==> config.mk <==
export PLATFORM = sky130hd
export DESIGN_NAME = seq_loop_accumulator
export DESIGN_NICKNAME = d
export VERILOG_FILES = /design/src/rtl/seq_loop_accumulator.sv
export SDC_FILE = /design/constraint.sdc
export NUM_CORES = 1
export LEC_CHECK = 0
export BUFFER_PORTS_ARGS = -buffer_cell sky130_fd_sc_hd__buf_2
export CORE_ASPECT_RATIO = 1.5
export CORE_UTILIZATION = 55
export DETAILED_ROUTE_END_ITERATION = 7
export GPL_TIMING_DRIVEN = 0
export PLACE_DENSITY = 0.75
export SLEW_MARGIN = 15
export SYNTH_ARGS = -nofsm -noshare
export SYNTH_HDL_FRONTEND = slang
export SYNTH_SLANG_ARGS = --single-unit
==> constraint.sdc <==
create_clock -name clk -period 2.75 [get_ports clk]
set_input_delay 0.55 -clock clk [delete_from_list [all_inputs] [get_ports clk]]
set_output_delay 0.55 -clock clk [all_outputs]
set_load 0.02 [all_outputs]
==> src/rtl/seq_loop_accumulator.sv <==
// Sequential break/continue accumulation loop: one loop index per clock,
// start/busy/done handshake, results held from completion until the next accepted start.
module seq_loop_accumulator #(
    parameter int DATA_W = 8,
    parameter int IDX_W  = 4
) (
    input  logic              clk,
    input  logic              rst_n,
    input  logic              sla_start,
    input  logic [IDX_W-1:0]  sla_limit,
    input  logic [IDX_W-1:0]  sla_break_at,
    input  logic [IDX_W-1:0]  sla_continue_at,
    input  logic [DATA_W-1:0] sla_data_in,
    output logic              sla_busy,
    output logic              sla_done,
    output logic [DATA_W-1:0] sla_result,
    output logic [IDX_W:0]    sla_iter_count,
    output logic [1:0]        sla_exit_code
);

    typedef enum logic [1:0] {
        S_IDLE = 2'd0,
        S_RUN  = 2'd1,
        S_DONE = 2'd2
    } state_t;

    localparam logic [1:0] EXIT_LIMIT = 2'b00;
    localparam logic [1:0] EXIT_BREAK = 2'b01;
    localparam logic [1:0] EXIT_ZERO  = 2'b10;

    localparam logic [IDX_W-1:0] IDX_ONE  = IDX_W'(1);
    localparam logic [IDX_W:0]   ITER_ONE = (IDX_W + 1)'(1);

    state_t              state_q,      state_d;
    logic [IDX_W-1:0]    limit_q,      limit_d;
    logic [IDX_W-1:0]    break_at_q,   break_at_d;
    logic [IDX_W-1:0]    cont_at_q,    cont_at_d;
    logic [DATA_W-1:0]   data_q,       data_d;
    logic [DATA_W-1:0]   acc_q,        acc_d;
    logic [IDX_W-1:0]    idx_q,        idx_d;
    logic [DATA_W-1:0]   result_q,     result_d;
    logic [IDX_W:0]      iter_count_q, iter_count_d;
    logic [1:0]          exit_code_q,  exit_code_d;

    logic [DATA_W-1:0]   acc_step;
    logic                hit_break;
    logic                hit_last;

    // Value of the accumulator after executing the current index.
    always_comb begin
        hit_break = (idx_q == break_at_q);
        hit_last  = (idx_q == (limit_q - IDX_ONE));
        acc_step  = acc_q;
        if (hit_break) begin
            acc_step = acc_q | data_q;
        end else if (idx_q == cont_at_q) begin
            acc_step = acc_q + DATA_W'(limit_q);
        end else begin
            case (idx_q[1:0])
                2'b00:   acc_step = acc_q + data_q;
                2'b01:   acc_step = acc_q ^ data_q;
                2'b10:   acc_step = acc_q & data_q;
                default: acc_step = acc_q | data_q;
            endcase
        end
    end

    always_comb begin
        state_d      = state_q;
        limit_d      = limit_q;
        break_at_d   = break_at_q;
        cont_at_d    = cont_at_q;
        data_d       = data_q;
        acc_d        = acc_q;
        idx_d        = idx_q;
        result_d     = result_q;
        iter_count_d = iter_count_q;
        exit_code_d  = exit_code_q;

        case (state_q)
            S_IDLE: begin
                if (sla_start) begin
                    limit_d    = sla_limit;
                    break_at_d = sla_break_at;
                    cont_at_d  = sla_continue_at;
                    data_d     = sla_data_in;
                    acc_d      = '0;
                    idx_d      = '0;
                    if (sla_limit == '0) begin
                        state_d      = S_DONE;
                        result_d     = '0;
                        iter_count_d = '0;
                        exit_code_d  = EXIT_ZERO;
                    end else begin
                        state_d = S_RUN;
                    end
                end
            end

            S_RUN: begin
                acc_d = acc_step;
                // Outputs are published only on the edge that enters DONE.
                if (hit_break || hit_last) begin
                    state_d      = S_DONE;
                    result_d     = acc_step;
                    iter_count_d = {1'b0, idx_q} + ITER_ONE;
                    exit_code_d  = hit_break ? EXIT_BREAK : EXIT_LIMIT;
                end else begin
                    idx_d = idx_q + IDX_ONE;
                end
            end

            S_DONE: begin
                state_d = S_IDLE;
            end

            default: begin
                state_d = S_IDLE;
            end
        endcase
    end

    always_ff @(posedge clk) begin
        if (!rst_n) begin
            state_q      <= S_IDLE;
            limit_q      <= '0;
            break_at_q   <= '0;
            cont_at_q    <= '0;
            data_q       <= '0;
            acc_q        <= '0;
            idx_q        <= '0;
            result_q     <= '0;
            iter_count_q <= '0;
            exit_code_q  <= '0;
        end else begin
            state_q      <= state_d;
            limit_q      <= limit_d;
            break_at_q   <= break_at_d;
            cont_at_q    <= cont_at_d;
            data_q       <= data_d;
            acc_q        <= acc_d;
            idx_q        <= idx_d;
            result_q     <= result_d;
            iter_count_q <= iter_count_d;
            exit_code_q  <= exit_code_d;
        end
    end

    assign sla_busy       = (state_q == S_RUN);
    assign sla_done       = (state_q == S_DONE);
    assign sla_result     = result_q;
    assign sla_iter_count = iter_count_q;
    assign sla_exit_code  = exit_code_q;

endmodule

==> results.cfg, run 1 <==
[synth]
yosysTopAreaCell = dfxtp_1
ys_top_cells_by_area = dfxtp_1, ha_1, nand2_1, a21oi_1, xnor2_1
yosys.area.top_type_share = 0.3149
yosys-top-cells-count = nand2_1, dfxtp_1, a21oi_1
synth-edff-count = 0
synth.most_common_cell = nand2_1
ys_seq_area_frac = 0.3149
syn-num-nets = 442
synth_warnings = 0
ys_seq_elements = 49
avgSynthCellArea_sq_um = 7.948
ys_types = 56
syn_area_sq_mm = 0.003115
ys.flop_type = dfxtp_1
synthArstFlopShare = 0
syn_inst = 392

[power]
power.leakage_nw = 1.453
p_clk_frac = 0.250
p_sw_mw = 0.6518
comb_power_share = 0.303
p_seq_frac = 0.447
netSwitchingFraction = 0.3651
internal_power_mw = 1.134
ir_drop_mv = 0.3757
power.density_mw_per_mm2 = 512.4

[drt]
drcViolationCount = 0
wirelength_um = 8502
postRouteAntennaNets = 0
drtIter0Drc = 150
routed_via_density = 5.785
num_vias = 2939
drt_first_pass_iters = 5
wl_per_cell_um = 16.74

[final_layout]
final_nets = 487
fin_area_sq_mm = 0.003485
final_core_util = 0.6393
seq_area_sq_um = 980.9
fillers = 528
area_growth_pct = 11.85
multiInputGateArea_sq_mm = 0.001916
antenna_cells = 0
layout-drive-gt1-share = 0.1416

[floorplanning]
ios = 40
die_area_sq_mm = 0.005976
core_sq_mm = 0.005450
fp.dieH_um = 94.18
initial_core_util = 0.5716
row_count = 33
die_width_um = 63.45

[min_path]
hold_start = sla_continue_at[3]
hold_path_depth = 3
hold_path_end = cont_at_q[3]$_SDFFE_PN0P_
hp-class = input port to flip-flop

[global_route]
grt_max_degree = 17
grt_pass1_vias = 2893
grt_usage = 0.3029
antenna_found_initial = 0
grt_pass1_wl_um = 13830
gr-total-overflow = 0

[clocking]
cts_buffers = 5
cts_buffer_depth = 2
cts_post_setup_buffers_inserted = 0
clkSinkCount = 49
hold_buffers = 0
clk_latency_ns = 0.31
post_cts_resized = 0
cts_tree = built
clk_pin_slew_ns = 0.10
h-tree-depth = 2
clockRootBuffer = clkbuf_8

[critical_path]
reg2regPathDepth = 9
reg2reg_setup_slack_ns = 0.26
cp.required_ns = 2.95
r2r_end = sla_result[4]$_SDFFE_PN0P_
crit_type = flip-flop to flip-flop
cp.arrival_ns = 2.69
crit_fanout = 10
startpoint_type = flip-flop
cp-end-kind = flip-flop
r2r-start = acc_q[4]$_SDFFE_PN0P_

[timing]
fin_skew_ns = 0.008046
final.period_utilization = 0.9051
fin_crit_ns = 2.489
fmax_mhz = 401.8
worst_pin_slew_ns = 1.047
max_slew_margin = 0.2971
hold_viol = 0
fin_setup_tns_ns = 0
setup_violations = 0
grt_setup_unrepaired = no
final-max-slew-violation-count = 0

[placed_design]
placed_cell_area_sq_mm = 0.003393
port_buffers = 38
gp_congestion = 0.9443
dp_hpwl_um = 6499

[run_status]
outcome = completed

[job]
drv_cap = 0
per-layer routing:
metal,vias up,wire (um),GRT usage
met5,-,0,0
met4,0,356,0.1818
met3,26,305,0.04369
met2,89,4389,0.5408
met1,1366,3451,0.3333
li1,1458,-,-
logic make-up after synthesis:
group,Yosys count,share of synthesized area
AOI/OAI and AO/OA,113,0.2470
DFF,49,0.3149
and+or+nand+nor,125,0.1795
muxes,4,0.01325
adders and majority gates,27,0.1133
xor gates and xnor gates,22,0.06185
buffers and inverters,52,0.07028
how the worst max path moves through the flow:
stage,from,endpoint
3_3_place_gp,sla_limit[0],sla_result[7]$_SDFFE_PN0P_
2_1_floorplan,acc_q[1]$_SDFFE_PN0P_,sla_result[5]$_SDFFE_PN0P_
6_report,acc_q[4]$_SDFFE_PN0P_,sla_result[4]$_SDFFE_PN0P_
5_1_grt,limit_q[1]$_SDFFE_PN0P_,idx_q[2]$_SDFFE_PN0P_
4_1_cts,acc_q[4]$_SDFFE_PN0P_,sla_result[4]$_SDFFE_PN0P_
3_5_place_dp,acc_q[4]$_SDFFE_PN0P_,sla_result[4]$_SDFFE_PN0P_
layout by cell type, fill, tap and decap left out, drive strengths merged, types with 9 or more instances in the layout:
cell type	netlist	layout
a21oi	42	42
nand3	13	13
nand2	63	63
o21ai	15	15
ha	25	25
buf	7	45
inv	29	29
dfxtp	49	49
xnor2	13	13
nor2	27	27
xor2	9	9
clkbuf	16	21
per-stage QoR:
step | power (mW) | setup WS (ns) | instances | hold slack, ns
global placement | 1.332 | 0.3346 | 500 | 0.4558
global route | 1.874 | 0.008666 | 508 | 0.4721
detailed placement | 1.344 | 0.3282 | 500 | 0.4589
CTS | 1.773 | 0.3106 | 508 | 0.4633
floorplan | 1.186 | 0.7154 | 392 | 0.4478
finish | 1.785 | 0.2611 | 508 | 0.4663
critical path: stages (launching register included):
cell and delay, ns:
dfxtp_1 0.47, inv_1 0.14, ha_1 0.29, clkbuf_1 0.28
and3b_1 0.22, a311o_1 0.31, o21ai_0 0.16, mux2i_1 0.10
a21oi_1 0.28, o22ai_1 0.13
power by group through the flow:
stage | registers (mW) | clock network, mW | logic, mW
3_5_place_dp | 0.814 | 0 | 0.530
5_1_grt | 0.804 | 0.475 | 0.595
4_1_cts | 0.798 | 0.443 | 0.532
2_1_floorplan | 0.816 | 0 | 0.371
3_3_place_gp | 0.812 | 0 | 0.520
6_report | 0.798 | 0.446 | 0.542
final cells by class:
cell class | instances | area share
multi-input cells | 291 | 0.5497
repair buffers | 38 | 0.05458
well taps | 70 | 0.02513
inverters | 29 | 0.03124
clock inverters | 3 | 0.006463
plain buffers | 23 | 0.03160
clock buffers | 5 | 0.01975
flip-flops and latches | 49 | 0.2815
state kept, by name (all words and copies together) (netlist names):
name and flops:
limit_q 4, idx_q 4, break_at_q 4, sla_exit_code 2, acc_q 8, sla_iter_count 5, cont_at_q 4, sla_result 8
state_q 2, data_q 8
(Power assumes the default switching activity.)
==> run 2, diff against run 1 <==
--- a/config.mk
+++ b/config.mk
@@ -7,10 +7,12 @@
 export LEC_CHECK = 0
 export BUFFER_PORTS_ARGS = -buffer_cell sky130_fd_sc_hd__buf_2
 export CORE_ASPECT_RATIO = 1.5
+export CORE_MARGIN = 10
 export CORE_UTILIZATION = 55
 export DETAILED_ROUTE_END_ITERATION = 7
 export GPL_TIMING_DRIVEN = 0
 export PLACE_DENSITY = 0.75
+export REMOVE_ABC_BUFFERS = 1
 export SLEW_MARGIN = 15
 export SYNTH_ARGS = -nofsm -noshare
 export SYNTH_HDL_FRONTEND = slang
==> run 2 against run 1 <==
Compared with the run above:
- non-clock buffer count down 22
- clock-buffer cell count did not move
- clock skew shrank 0.0011 ns
- critical path depth fell by 1
- sequential share of layout area grew 0.85 points
- clock power is 4% higher
- final cell count decreased by 4.3%
- power fell by 1.2%
- design area down 2.9%
- global-route usage down 13 points
- critical path type unchanged
- largest power group unchanged
==> results.cfg, run 2 (synthesis results as in run 1) <==
[job]
drv_cap = 0

[clocking]
clkSinkCount = 49
h-tree-depth = 2
cts_tree = built
hold_buffers = 0
clk_latency_ns = 0.32
cts_buffers = 5
clk_pin_slew_ns = 0.10
clockRootBuffer = clkbuf_8
cts_buffer_depth = 2
cts_post_setup_buffers_inserted = 0
post_cts_resized = 0

[min_path]
hold_path_end = data_q[6]$_SDFFE_PN0P_
hold_path_depth = 3
hp-class = input port to flip-flop
hold_start = sla_data_in[6]

[timing]
max_slew_margin = 0.3106
final.period_utilization = 0.9263
fin_skew_ns = 0.006913
fmax_mhz = 392.6
hold_viol = 0
final-max-slew-violation-count = 0
setup_violations = 0
grt_setup_unrepaired = no
worst_slack_ns = 0.2028
fin_setup_tns_ns = 0
fin_crit_ns = 2.547
worst_pin_slew_ns = 1.027

[drt]
wl_per_cell_um = 16.18
routed_via_density = 5.823
drtIter0Drc = 212
wl_met1_um = 3049
highest_layer = met4
drcViolationCount = 0
met3_length_um = 238
num_vias = 2830
postRouteAntennaNets = 0
wl_met2_um = 4385
drt_first_pass_iters = 5
wirelength_um = 7864

[critical_path]
cpPeakStageDelay_ns = 0.59
reg2regPathDepth = 8
path_delay_family = compound AO/OA/AOI/OAI gates
worst_path_max_delay_cell = dfxtp_1
crit_buf_inv = 1
r2r-start = idx_q[0]$_SDFFE_PN0P_
crit_type = flip-flop to flip-flop
startpoint_type = flip-flop
crit_chain = inv_1 -> ha_1 -> and3b_1 -> a311o_1 -> o21ai_0 -> mux2i_1 -> a21oi_1 -> o22ai_1
cp-end-kind = flip-flop
cp.required_ns = 2.94
r2r_end = sla_result[4]$_SDFFE_PN0P_
cp.arrival_ns = 2.74
crit_fanout = 13
reg2reg_setup_slack_ns = 0.20

[global_route]
grt_pass1_vias = 2692
gr-total-overflow = 0
grt_max_degree = 38
grt_usage = 0.1741
antenna_found_initial = 0
grt_pass1_wl_um = 12740

[floorplanning]
ios = 40
die_area_sq_mm = 0.009137
die_width_um = 81.45
core_sq_mm = 0.005492
initial_core_util = 0.5673
fp.dieH_um = 112.2
row_count = 33

[placed_design]
port_buffers = 39
dp_hpwl_um = 5873
dp_slack_ns = 0.2240
gp_congestion = 0.9188

[final_layout]
final_cell_mix = nand2_1, dfxtp_1, a21oi_1
layout-drive-gt1-share = 0.1370
area_growth_pct = 8.554
antenna_cells = 0
final_common_cell = nand2_1
final_nets = 465

[run_status]
outcome = completed

[power]
power.leakage_nw = 1.414
power.density_mw_per_mm2 = 521.3
ir_drop_mv = 0.4324
[run 2: worst min-delay path, stage by stage]
cell	delay (ns)
buf_2	0.09
nand2_1	0.04
a21oi_1	0.05
[run 2: where the power goes]
| part | leakage, nW | total [mW] | internal (mW) | switching [mW] |
|---|---|---|---|---|
| combinational | 0.969 | 0.500 | 0.189 | 0.311 |
| sequential | 0.399 | 0.801 | 0.755 | 0.0465 |
| clock | 0.0452 | 0.462 | 0.186 | 0.276 |
[run 2: cell type report]
type                       instances  area (sq um)
fill                             498          2110
multi-input combinational        291          1916
sequential                        49         980.9
timing repair buffer              39         195.2
inverter                          29         108.9
tap                               70         87.58
clock buffer                       5         68.82
clock inverter                     3         25.02
[run 2: worst max-delay path by stage]
stage | start | to | cells past startpoint | slack [ns]
finish | idx_q[0]$_SDFFE_PN0P_ | sla_result[4]$_SDFFE_PN0P_ | 8 | 0.20
detailed placement | idx_q[0]$_SDFFE_PN0P_ | sla_result[4]$_SDFFE_PN0P_ | 8 | 0.22
CTS | idx_q[0]$_SDFFE_PN0P_ | sla_result[4]$_SDFFE_PN0P_ | 8 | 0.22
floorplan | acc_q[1]$_SDFFE_PN0P_ | sla_result[5]$_SDFFE_PN0P_ | 8 | 0.70
global route | limit_q[1]$_SDFFE_PN0P_ | idx_q[2]$_SDFFE_PN0P_ | 8 | 0.05
global placement | idx_q[0]$_SDFFE_PN0P_ | sla_result[4]$_SDFFE_PN0P_ | 8 | 0.27
[run 2: routing by layer]
layer | GRT usage | vias to the layer above
met4 | 0.07068 | 0
met1 | 0.1873 | 1339
met3 | 0.02875 | 13
met2 | 0.3184 | 62
li1 | - | 1416
met5 | 0 | -
[run 2: through the flow]
step           total power, mW  cells  cell area (sq um)  utilization  hold slack [ns]
3_5_place_dp             1.312    478               3288       0.5988           0.4574
4_1_cts                  1.773    486               3382       0.6159           0.4481
5_1_grt                  1.852    486               3382       0.6159           0.4646
6_report                 1.763    486               3382       0.6159           0.4521
3_3_place_gp             1.301    478               3288       0.5988           0.4533
2_1_floorplan            1.167    369               3005            -           0.4478
==> run 3, diff against run 2 <==
--- a/config.mk
+++ b/config.mk
@@ -6,11 +6,11 @@
 export NUM_CORES = 1
 export LEC_CHECK = 0
 export BUFFER_PORTS_ARGS = -buffer_cell sky130_fd_sc_hd__buf_2
-export CORE_ASPECT_RATIO = 1.5
+export CORE_ASPECT_RATIO = 0.5
 export CORE_MARGIN = 10
 export CORE_UTILIZATION = 55
 export DETAILED_ROUTE_END_ITERATION = 7
-export GPL_TIMING_DRIVEN = 0
+export GPL_TIMING_DRIVEN = 1
 export PLACE_DENSITY = 0.75
 export REMOVE_ABC_BUFFERS = 1
 export SLEW_MARGIN = 15
==> run 3 against run 2 <==
Compared with the run above:
- worst setup slack better by 0.082 ns
- global-route usage is 0.67 points higher
- wire length is 6.6% higher
- critical endpoint is now sla_result[5]$_SDFFE_PN0P_
- combinational power increased by 7.0%
- largest power group unchanged
- sequential power about the same
==> results.cfg, run 3 (synthesis results as in run 1) <==
[floorplanning]
die_width_um = 126.4
die_area_sq_mm = 0.009258
row_count = 19
ios = 40
fp.dieH_um = 73.22
initial_core_util = 0.5673
core_sq_mm = 0.005492

[clocking]
cts_buffers = 5
h-tree-depth = 2
clockRootBuffer = clkbuf_16
cts_post_setup_buffers_inserted = 0
cts_tree = built
cts_buffer_depth = 2
clk_latency_ns = 0.30
clk_pin_slew_ns = 0.07
hold_buffers = 0
clkSinkCount = 49
post_cts_resized = 0

[drt]
routed_via_density = 5.879
drtIter0Drc = 309
num_vias = 2910
postRouteAntennaNets = 0
drt_first_pass_iters = 6
drcViolationCount = 0
wirelength_um = 8384
wl_per_cell_um = 16.94

[critical_path]
crit_chain = inv_1 -> ha_1 -> a211oi_2 -> o21bai_1 -> a2111oi_0 -> a311o_1 -> nand3_1 -> a21oi_1
crit_type = flip-flop to flip-flop
worst_path_max_delay_cell = dfxtp_1
cp.arrival_ns = 2.68
startpoint_type = flip-flop
cp-end-kind = flip-flop
r2r_end = sla_result[5]$_SDFFE_PN0P_
cpPeakStageDelay_ns = 0.51
crit_fanout = 6
cp.required_ns = 2.97
reg2reg_setup_slack_ns = 0.28
r2r-start = acc_q[1]$_SDFFE_PN0P_
reg2regPathDepth = 8

[placed_design]
port_buffers = 39
dp_hpwl_um = 6291
gp_congestion = 0.9617

[final_layout]
fillers = 493
final_core_util = 0.6405
final_common_cell = nand2_1
layout-drive-gt1-share = 0.1517
area_growth_pct = 12.89
antenna_cells = 0
final_cell_mix = nand2_1, dfxtp_1, a21oi_1
final_nets = 471

[global_route]
grt_pass1_vias = 2685
grt_pass1_wl_um = 13660
grt_usage = 0.1808
gr-total-overflow = 0
grt_max_degree = 38
antenna_found_initial = 0

[timing]
grt_setup_unrepaired = no
fin_crit_ns = 2.465
fin_setup_tns_ns = 0
final-max-slew-violation-count = 0
worst_pin_slew_ns = 0.9788
final.period_utilization = 0.8965
fmax_mhz = 405.6
hold_viol = 0
fin_skew_ns = 0.007281
max_slew_margin = 0.3430
setup_violations = 0

[power]
power_mw = 2.064
power.density_mw_per_mm2 = 586.7
ir_drop_mv = 0.3968
power.leakage_nw = 1.485

[min_path]
hp-class = flip-flop to flip-flop
hold_path_end = sla_result[0]$_SDFFE_PN0P_
hold_start = sla_result[0]$_SDFFE_PN0P_
hold_path_depth = 2

[run_status]
outcome = completed

[job]
drv_cap = 0
## run 3: cell types whose count changed in the layout (fill, tap and decap cells not counted), sizes merged
| cell | before | now |
|---|---|---|
| buf | 39 | 45 |
| bufinv | 0 | 1 |
| clkinv | 0 | 1 |
| clkinvlp | 1 | 0 |
| inv | 31 | 30 |
## run 3: cell type report
type	count	area, sq um	area share
clock buffer	5	125.1	0.03557
multi-input combinational	291	1921	0.5461
tap	73	91.34	0.02597
sequential	49	980.9	0.2789
timing repair buffer	45	240.2	0.06830
inverter	29	108.9	0.03095
clock inverter	3	50.05	0.01423
## run 3: layer usage
| layer | vias up | share of wire | GRT usage | wire length, um |
|---|---|---|---|---|
| met5 | - | 0 | 0 | 0 |
| met4 | 0 | 0.012 | 0.05521 | 100 |
| met3 | 8 | 0.057 | 0.03046 | 480 |
| met2 | 95 | 0.44 | 0.2808 | 3720 |
| met1 | 1378 | 0.49 | 0.2498 | 4082 |
| li1 | 1429 | - | - | - |
## run 3: how the worst max path moves through the flow
stage	startpoint	endpoint	slack (ns)	cells after the start
detailed placement	acc_q[1]$_SDFFE_PN0P_	sla_result[5]$_SDFFE_PN0P_	0.19	8
floorplan	acc_q[1]$_SDFFE_PN0P_	sla_result[5]$_SDFFE_PN0P_	0.70	8
global route	limit_q[1]$_SDFFE_PN0P_	idx_q[3]$_SDFFE_PN0P_	0.12	8
finish	acc_q[1]$_SDFFE_PN0P_	sla_result[5]$_SDFFE_PN0P_	0.28	8
CTS	acc_q[1]$_SDFFE_PN0P_	sla_result[5]$_SDFFE_PN0P_	0.18	8
global placement	acc_q[1]$_SDFFE_PN0P_	sla_result[5]$_SDFFE_PN0P_	0.23	8
## run 3: per-stage QoR
stage               hold WS (ns)  setup WS, ns  std cells  area (sq um)
floorplan                 0.4478        0.7006        369          3005
global placement          0.4549        0.2310        487          3337
detailed placement        0.4599        0.1868        487          3337
CTS                       0.4697        0.1793        495          3512
global route              0.4741        0.1187        495          3517
finish                    0.4676        0.2846        495          3517
## run 3: power by group
part | switching (mW) | total, mW | internal [mW]
Combinational | 0.330 | 0.535 | 0.205
Sequential | 0.0441 | 0.799 | 0.755
Clock | 0.292 | 0.729 | 0.437
## run 3: worst max-delay path, delay by kind of cell, from the launching register on
family	cells	cell delay [ns]
compound gates	5	1.34
simple gates	1	0.12
flops	1	0.51
fa+ha+maj	1	0.33
buf+inv	1	0.09
